### src/rtl/sfu_pkg.sv
// sfu_pkg: shared lane width, saturation limits and saturating adder for the SFU
package sfu_pkg;
  localparam int PSUM_BW = 16;
  localparam int COL = 8;
  typedef logic signed [PSUM_BW-1:0] psum_t;
  localparam psum_t SAT_MAX = psum_t'({1'b0, {(PSUM_BW-1){1'b1}}});
  localparam psum_t SAT_MIN = psum_t'({1'b1, {(PSUM_BW-1){1'b0}}});
  // One guard bit catches overflow: the top two sum bits disagree only when the result left the lane range.
  function automatic psum_t sat_add(psum_t a, psum_t b);
    logic signed [PSUM_BW:0] s;
    s = {a[PSUM_BW-1], a} + {b[PSUM_BW-1], b};
    return (s[PSUM_BW] != s[PSUM_BW-1]) ? (s[PSUM_BW] ? SAT_MIN : SAT_MAX) : s[PSUM_BW-1:0];
  endfunction
endpackage

### src/rtl/sfu_lane.sv
// sfu_lane: one saturating signed accumulator lane with optional output ReLU
//   clk, reset (async, active-low), acc_i (accumulate enable), acc_d_i (acc_i of the previous cycle),
//   psum_i (signed partial sum), psum_o (registered lane result).
//   SFU_RELU_EN: clamps negative results to zero on the output only.
module sfu_lane
  import sfu_pkg::*;
(
  input  logic  clk,
  input  logic  reset,
  input  logic  acc_i,
  input  logic  acc_d_i,
  input  psum_t psum_i,
  output psum_t psum_o
);
  psum_t acc_q, acc_d;
  // The first beat of a burst restarts the lane instead of adding to the stale result.
  always_comb acc_d = acc_i ? (acc_d_i ? sat_add(acc_q, psum_i) : psum_i) : acc_q;
  always_ff @(posedge clk or negedge reset)
    if (!reset) acc_q <= '0;
    else acc_q <= acc_d;
`ifdef SFU_RELU_EN
  // The stored value stays signed so later beats still see the true running sum.
  assign psum_o = acc_q[PSUM_BW-1] ? '0 : acc_q;
`else
  assign psum_o = acc_q;
`endif
endmodule

### src/rtl/sfu.sv
// sfu: per-column saturating accumulator bank at the systolic array output
//   clk, reset (async, active-low), acc_i (accumulate enable, all lanes),
//   psum_in (col packed signed psums), psum_out (col packed registered results).
//   SFU_RELU_EN: optional ReLU on each lane output.
module sfu
  import sfu_pkg::*;
#(
  parameter int bw      = 4,
  parameter int col     = COL,
  parameter int row     = 8,
  parameter int psum_bw = PSUM_BW
) (
  input  logic                   clk,
  input  logic                   reset,
  input  logic                   acc_i,
  input  logic [psum_bw*col-1:0] psum_in,
  output logic [psum_bw*col-1:0] psum_out
);
  logic acc_d_q, acc_d_d;
  always_comb acc_d_d = acc_i;
  always_ff @(posedge clk or negedge reset)
    if (!reset) acc_d_q <= 1'b0;
    else acc_d_q <= acc_d_d;
  // An array with no rows or no activation bits produces nothing to accumulate.
  if (bw > 0 && row > 0) begin : g_arr
    for (genvar c = 0; c < col; c++) begin : g_lane
      sfu_lane u_lane (
        .clk    (clk),
        .reset  (reset),
        .acc_i  (acc_i),
        .acc_d_i(acc_d_q),
        .psum_i (psum_in[psum_bw*c +: psum_bw]),
        .psum_o (psum_out[psum_bw*c +: psum_bw])
      );
    end
  end else begin : g_none
    assign psum_out = '0;
  end
endmodule

### config.mk
export PLATFORM = sky130hd
export DESIGN_NAME = sfu
export DESIGN_NICKNAME = d
export VERILOG_FILES = /design/src/rtl/sfu_pkg.sv /design/src/rtl/sfu_lane.sv /design/src/rtl/sfu.sv
export SDC_FILE = /design/constraint.sdc
export NUM_CORES = 1
export LEC_CHECK = 0
export BUFFER_PORTS_ARGS = -buffer_cell sky130_fd_sc_hd__buf_2
export CORE_MARGIN = 1
export CORE_UTILIZATION = 24
export DETAILED_ROUTE_END_ITERATION = 10
export HOLD_SLACK_MARGIN = 0.05
export SLEW_MARGIN = 20
export SYNTH_ARGS = -nofsm -noshare
export SYNTH_HDL_FRONTEND = slang
export SYNTH_SLANG_ARGS = --single-unit
### constraint.sdc
create_clock -name clk -period 3.3 [get_ports clk]
set_input_delay 0.33 -clock clk [delete_from_list [all_inputs] [get_ports clk]]
set_output_delay 0.33 -clock clk [all_outputs]
set_load 0.01 [all_outputs]
==> results of run 1 <==
[what timing repair did]
action	4_1_cts	5_1_grt
setup endpoints to repair	0	4
hold buffers	1	0
endpoints found under the hold margin	63	0
gates resized for setup	0	2
[metrics by stage]
step,instance area [sq um],instances
after floorplan,12800,1560
after global placement,15000,2479
after detailed placement,15000,2479
after CTS,15500,2512
after global routing,15600,2512
final,15600,2514
[worst max-delay path, cell delays in order, from the launching register on]
cell	delay [ns]
dfrtp_1	0.36
ha_1	0.21
inv_1	0.07
fa_1	0.40
nor2b_1	0.17
o31ai_1	0.09
buf_4	0.16
a21oi_1	0.25
o211ai_1	0.18
o21a_1	0.26
o31ai_2	0.32
nor2_1	0.19
buf_4	0.23
a21oi_1	0.14
[final timing paths]
kind | startpoint | endpoint | slack (ns) | depth (start not counted)
worst max-delay path | g_arr.g_lane[2].u_lane.psum_o[0]$_DFFE_PN0P_ | g_arr.g_lane[2].u_lane.psum_o[3]$_DFFE_PN0P_ | 0.18 | 13
worst min-delay path | psum_in[114] | g_arr.g_lane[7].u_lane.psum_o[2]$_DFFE_PN0P_ | 0.12 | 3
worst max register to register | g_arr.g_lane[2].u_lane.psum_o[0]$_DFFE_PN0P_ | g_arr.g_lane[2].u_lane.psum_o[3]$_DFFE_PN0P_ | 0.18 | 13
worst min register to register | g_arr.g_lane[3].u_lane.psum_o[9]$_DFFE_PN0P_ | g_arr.g_lane[3].u_lane.psum_o[9]$_DFFE_PN0P_ | 0.51 | 1
max in group asynchronous | reset | g_arr.g_lane[2].u_lane.psum_o[8]$_DFFE_PN0P_ | 2.05 | 3
min in group asynchronous | reset | g_arr.g_lane[0].u_lane.psum_o[8]$_DFFE_PN0P_ | 0.45 | 2
[state kept, by name, summed over array words and instances (netlist names)]
| signal | cells |
|---|---|
| g_arr.g_lane.u_lane.psum_o | 128 |
| acc_d_q | 1 |
[per-layer routing]
metal,share of wire,routed length (um)
met1,0.45,19600
met3,0.064,2790
met2,0.47,20200
met5,0.0019,83
met4,0.019,813
[kinds of logic (layout without fill, tap and decap cells)]
| logic type | count (synthesis) | count (layout) | share of synthesized area |
|---|---|---|---|
| adder cells (fa/ha/maj) | 136 | 136 | 0.138 |
| XOR/XNOR | 77 | 77 | 0.0528 |
| AND/OR/NAND/NOR | 594 | 594 | 0.215 |
| AO/OA/AOI/OAI | 494 | 494 | 0.295 |
| multiplexers | 7 | 7 | 0.00607 |
| flip-flops | 129 | 129 | 0.253 |
| other | 0 | 2 | 0 |
| buffers and inverters | 123 | 387 | 0.0406 |
[where the power goes]
part / internal (mW) / switching (mW)
clock network: 1.13 / 0.871
logic: 3.29 / 4.31
registers: 2.11 / 0.495
total: 6.53 / 5.67
[final cells by class]
type                    count  area share
multi-input cells        1308       0.581
flip-flops and latches    129       0.208
repair buffers            293       0.103
well taps                 688      0.0553
inverters                  62      0.0150
clock inverters            13     0.00893
clock buffers              19      0.0285
diodes                      2    0.000322
[cell usage in the layout, fill, tap and decap left out, drive strengths merged, types with 60 or more instances in the layout]
master and count:
nand2 128, nor2 268, dfrtp 129, xnor2 60
buf 291, ha 128, a221oi 87, inv 62
o21ai 87, a21oi 125
==> flow_metrics.tcl, run 1 <==
set metrics [dict create \
    status "finished, final reports clean" \
    clk_pin_slew_worst_paths_ns 0.07 \
    fin_tns_setup_ns 0 \
    ys_seq_elements 129 \
    wire_per_inst_um 17.3 \
    row_count 84 \
    hold_violations 0 \
    utilization 0.296 \
    min_period_ns 3.12 \
    grt_first_pass_wirelength_um 68300 \
    ant_nets 0 \
    area_growth_pct 21.8 \
    clock_latency_ns 0.48 \
    ys.flop_type "dfrtp_1" \
    drc 0 \
    use_met2 0.264 \
    fmax_ghz 0.320 \
    power_mw 12.2 \
    syn_nets 1827 \
    clock_skew_ns 0.0112 \
    grtUsageMet3 0.0471 \
    dieArea_sq_um 54100 \
    yosysTopAreaCell "dfrtp_1" \
    drt_iter0_markers 712 \
    worst_pin_slew_ns 1.05 \
    postCtsSetupBuffers 0 \
    maxCapViolations 0 \
    nFillCells 5669 \
    drt_wl_total_um 43500 \
    crit_fanout 8 \
    holdCritPathClass "input port to register" \
    yosysMostFrequentCell "nor2_1" \
    post-place-ws_ns 0.112 \
    synth_cell_types 91 \
    synth-async-reset-ratio 1.00 \
    cts_root_buf "clkbuf_16" \
    grt_max_degree 99 \
    synth-warning-count 0 \
    synthTopCellsByArea "dfrtp_1, ha_1, nor2_1" \
    vias 12900 \
    met1_usage 0.204 \
    grt_pass1_vias 12500 \
    vdd_drop_max_uv 367 \
    syn_inst 1560 \
    syn_area_sq_um 12800 \
    portBuffers 258 \
    synth_edf_count 0 \
    finalWorstSetupSlack_ns 0.179 \
    power.density_nw_per_um2 784 \
    relSlewSlack 0.300 \
    p_leak_nw 6.86 \
    critPathArrivalTime_ns 3.52 \
    multiInputGateArea_sq_um 9040 \
    rsz0062_at_grt "false" \
    top_usage_layer "met2" \
    synth_top_area_share 0.253 \
    vias_per_cell 5.15 \
    crit_path_end_kind "register" \
    coreArea_sq_um 52600 \
    clk_path_buf_depth 2 \
    cts.sinks 129 \
    numCtsBuffers 17 \
    critical_path_class "register to register" \
    seq_area_frac_synth 0.253 \
    die_w_um 233 \
    grt.total_usage 0.162 \
    ioPinCount 259 \
    period_share 0.946 \
    layout-drive-gt1-share 0.230 \
    setup-violations-final 0 \
    start_util 0.243 \
    slew_viol_final 0 \
    first_pass_iters 5 \
    antenna_found_initial 11 \
    synth_common_cells "nor2_1, dfrtp_1, ha_1, nand2_1, a21oi_1" \
    hpwlAfterDp_um 32300 \
    seqCellArea_sq_um 3230 \
    avgSynthCellArea_sq_um 8.19 \
    cp_data_required_time_ns 3.70 \
    fp.dieH_um 233 \
    whs_ns 0.120 \
    grt-ovfl-total 0 \
    startpoint_type "register" \
    routabilityCongestion 0.888 \
    htree_levels 4 \
    nets 2078 \
    cts_tree "yes" \
]
Power figures use the tool's default switching activity.
==> run 2: changes to the inputs <==
--- a/config.mk
+++ b/config.mk
@@ -13,4 +13,5 @@
 export SLEW_MARGIN = 20
 export SYNTH_ARGS = -nofsm -noshare
 export SYNTH_HDL_FRONTEND = slang
+export SYNTH_HIERARCHICAL = 1
 export SYNTH_SLANG_ARGS = --single-unit
==> flow_metrics.tcl, run 2 <==
set metrics [dict create \
    grt-ovfl-total 0 \
    internal_power_mw 7.11 \
    synth_top_area_share 0.231 \
    r2r_cells 10 \
    htree_levels 4 \
    largest_reg_flops 128 \
    clk_pin_slew_worst_paths_ns 0.06 \
    hold_start "psum_in[122]" \
    syn_area_sq_um 14000 \
    portBuffers 258 \
    post-place-ws_ns 0.286 \
    synth_common_cells "nor2_1, nand2_1, dfrtp_1, ha_1, a21oi_1" \
    critPathArrivalTime_ns 3.39 \
    synth_edf_count 0 \
    clk_path_buf_depth 2 \
    worst_pin_slew_ns 0.976 \
    power.density_nw_per_um2 819 \
    hold_violations 0 \
    critical_path_class "register to register" \
    seq_power_share 0.197 \
    grt_max_degree 77 \
    fp.dieH_um 243 \
    synth_cell_types 82 \
    layout-drive-gt1-share 0.229 \
    grt_first_pass_wirelength_um 70900 \
    coreArea_sq_um 57600 \
    drt_iter0_markers 818 \
    synth-warning-count 6 \
    clock_skew_ns 0.0134 \
    hold_path_end "g_arr.g_lane[7].u_lane/psum_o[10]$_DFFE_PN0P_" \
    synth-async-reset-ratio 1.00 \
    syn_nets 1957 \
    drt_wl_total_um 44600 \
    cts_root_buf "clkbuf_16" \
    grt.total_usage 0.150 \
    sw_frac_of_total 0.472 \
    slew_viol_final 0 \
    reg2reg_slack_ns 0.30 \
    area_growth_pct 17.6 \
    crit_path_end_kind "register" \
    p_switching_mw 6.35 \
    r2r-start "g_arr.g_lane[0].u_lane/psum_o[0]$_DFFE_PN0P_" \
    crit_fanout 14 \
    die_w_um 243 \
    antenna_found_initial 16 \
    min_period_ns 3.00 \
    dieArea_sq_um 59200 \
    period_share 0.910 \
    clock_latency_ns 0.48 \
    syn_inst 1690 \
    nFillCells 6214 \
    yosysTopAreaCell "dfrtp_1" \
    utilization 0.286 \
    startpoint_type "register" \
    ioPinCount 259 \
    cts_tree "yes" \
    wire_per_inst_um 16.6 \
    finalWorstSetupSlack_ns 0.296 \
    grt_pass1_vias 13200 \
    first_pass_iters 5 \
    power_mw 13.5 \
    cts.sinks 129 \
    nets 2178 \
    rsz0062_at_grt "false" \
    row_count 88 \
    hpwlAfterDp_um 33700 \
    cp_data_required_time_ns 3.68 \
    ant_nets 0 \
    fmax_ghz 0.333 \
    fin_tns_setup_ns 0 \
    vias_per_cell 5.08 \
    maxCapViolations 0 \
    synthTopCellsByArea "dfrtp_1, ha_1, nor2_1" \
    p_leak_nw 7.17 \
    vias 13700 \
    r2r-end "g_arr.g_lane[0].u_lane/psum_o[13]$_DFFE_PN0P_" \
    layout_common_cells "buf_2, nor2_1, nand2_1" \
    vdd_drop_max_uv 456 \
    final_common_cell "buf_2" \
    holdCritPathClass "input port to register" \
    p_clk_frac 0.153 \
    relSlewSlack 0.347 \
    yosysMostFrequentCell "nor2_1" \
    cts-resized-gates 0 \
    hold_depth 3 \
    avgSynthCellArea_sq_um 8.27 \
    share_comb_of_total_power 0.650 \
    setup-violations-final 0 \
    ys.flop_type "dfrtp_1" \
    start_util 0.243 \
    routabilityCongestion 0.893 \
    ys_seq_elements 129 \
    seq_area_frac_synth 0.231 \
    numCtsBuffers 17 \
    multiInputGateArea_sq_um 9790 \
    status "finished, final reports clean" \
    seqCellArea_sq_um 3230 \
    drc 0 \
]
## run 2: changes by cell type after synthesis, sizes merged, moves of 22 or more
cell	before	now
o21ai	87	143
nor2	268	235
a21o	29	55
a221oi	87	63
or3	35	11
buf	17	39
## run 2: cell families (layout without fill, tap and decap cells)
family,count (synthesis),after routing,share of synthesized area
other,0,4,0
DFF,129,129,0.231
buffers and inverters,162,396,0.0687
xor gates and xnor gates,63,63,0.0416
muxes,17,17,0.0135
adders and majority gates,152,152,0.138
AOI/OAI and AO/OA,585,585,0.307
and+or+nand+nor,582,582,0.200
## run 2: area by class of cell
| type | count | share of cell area |
|---|---|---|
| Clock inverter | 10 | 0.00814 |
| Antenna cell | 4 | 0.000609 |
| Timing Repair Buffer | 290 | 0.0957 |
| Tap cell | 765 | 0.0582 |
| Sequential cell | 129 | 0.197 |
| Inverter | 74 | 0.0169 |
| Multi-Input combinational cell | 1399 | 0.596 |
| Clock buffer | 22 | 0.0282 |
## run 2: repair_timing
action                                 CTS  global route
hold buffers                             1             0
setup endpoints to repair                0             0
endpoints found under the hold margin   64             0
buffers inserted                         0             0
## run 2: critical path, stage by stage (launching register included)
cell and delay, ns:
dfrtp_1 0.37, ha_1 0.23, inv_1 0.08, fa_1 0.40, nand2b_1 0.19, a21oi_1 0.27
o21ai_0 0.14, nand3_1 0.16, o31a_1 0.59, nand3b_1 0.18, a221oi_2 0.29
## run 2: metrics by stage
stage,hold WS (ns),area [sq um],cells
after global placement,0.418,15800,2656
final,0.114,16400,2693
after global routing,0.0967,16400,2691
after CTS,0.0611,16400,2689
after detailed placement,0.422,15800,2656
after floorplan,0.0344,14000,1690
## run 2: layer usage
metal / up-vias / global-route usage / share of wire
li1: 6698 / - / -
met1: 6506 / 0.189 / 0.45
met2: 389 / 0.238 / 0.46
met3: 71 / 0.0455 / 0.071
met4: 12 / 0.0601 / 0.025
met5: - / 0 / 0.0017
## run 2: worst max-delay path by stage
stage,startpoint,to,slack (ns),cells after the start
after floorplan,g_arr.g_lane[1].u_lane/psum_o[0]$_DFFE_PN0P_,g_arr.g_lane[1].u_lane/psum_o[7]$_DFFE_PN0P_,0.67,10
after global placement,psum_in[33],g_arr.g_lane[2].u_lane/psum_o[12]$_DFFE_PN0P_,0.38,9
after detailed placement,psum_in[0],g_arr.g_lane[0].u_lane/psum_o[13]$_DFFE_PN0P_,0.29,11
after CTS,g_arr.g_lane[0].u_lane/psum_o[0]$_DFFE_PN0P_,g_arr.g_lane[0].u_lane/psum_o[2]$_DFFE_PN0P_,0.30,10
after global routing,g_arr.g_lane[2].u_lane/psum_o[0]$_DFFE_PN0P_,g_arr.g_lane[2].u_lane/psum_o[3]$_DFFE_PN0P_,0.03,10
final,g_arr.g_lane[0].u_lane/psum_o[0]$_DFFE_PN0P_,g_arr.g_lane[0].u_lane/psum_o[13]$_DFFE_PN0P_,0.30,10
## run 2: power by group through the flow
stage	registers, mW	logic [mW]	clock network [mW]
floorplan	2.81	6.39	0
global placement	2.65	8.55	0
detailed placement	2.67	8.66	0
CTS	2.66	8.72	2.17
global route	2.74	9.68	2.21
finish	2.65	8.75	2.07
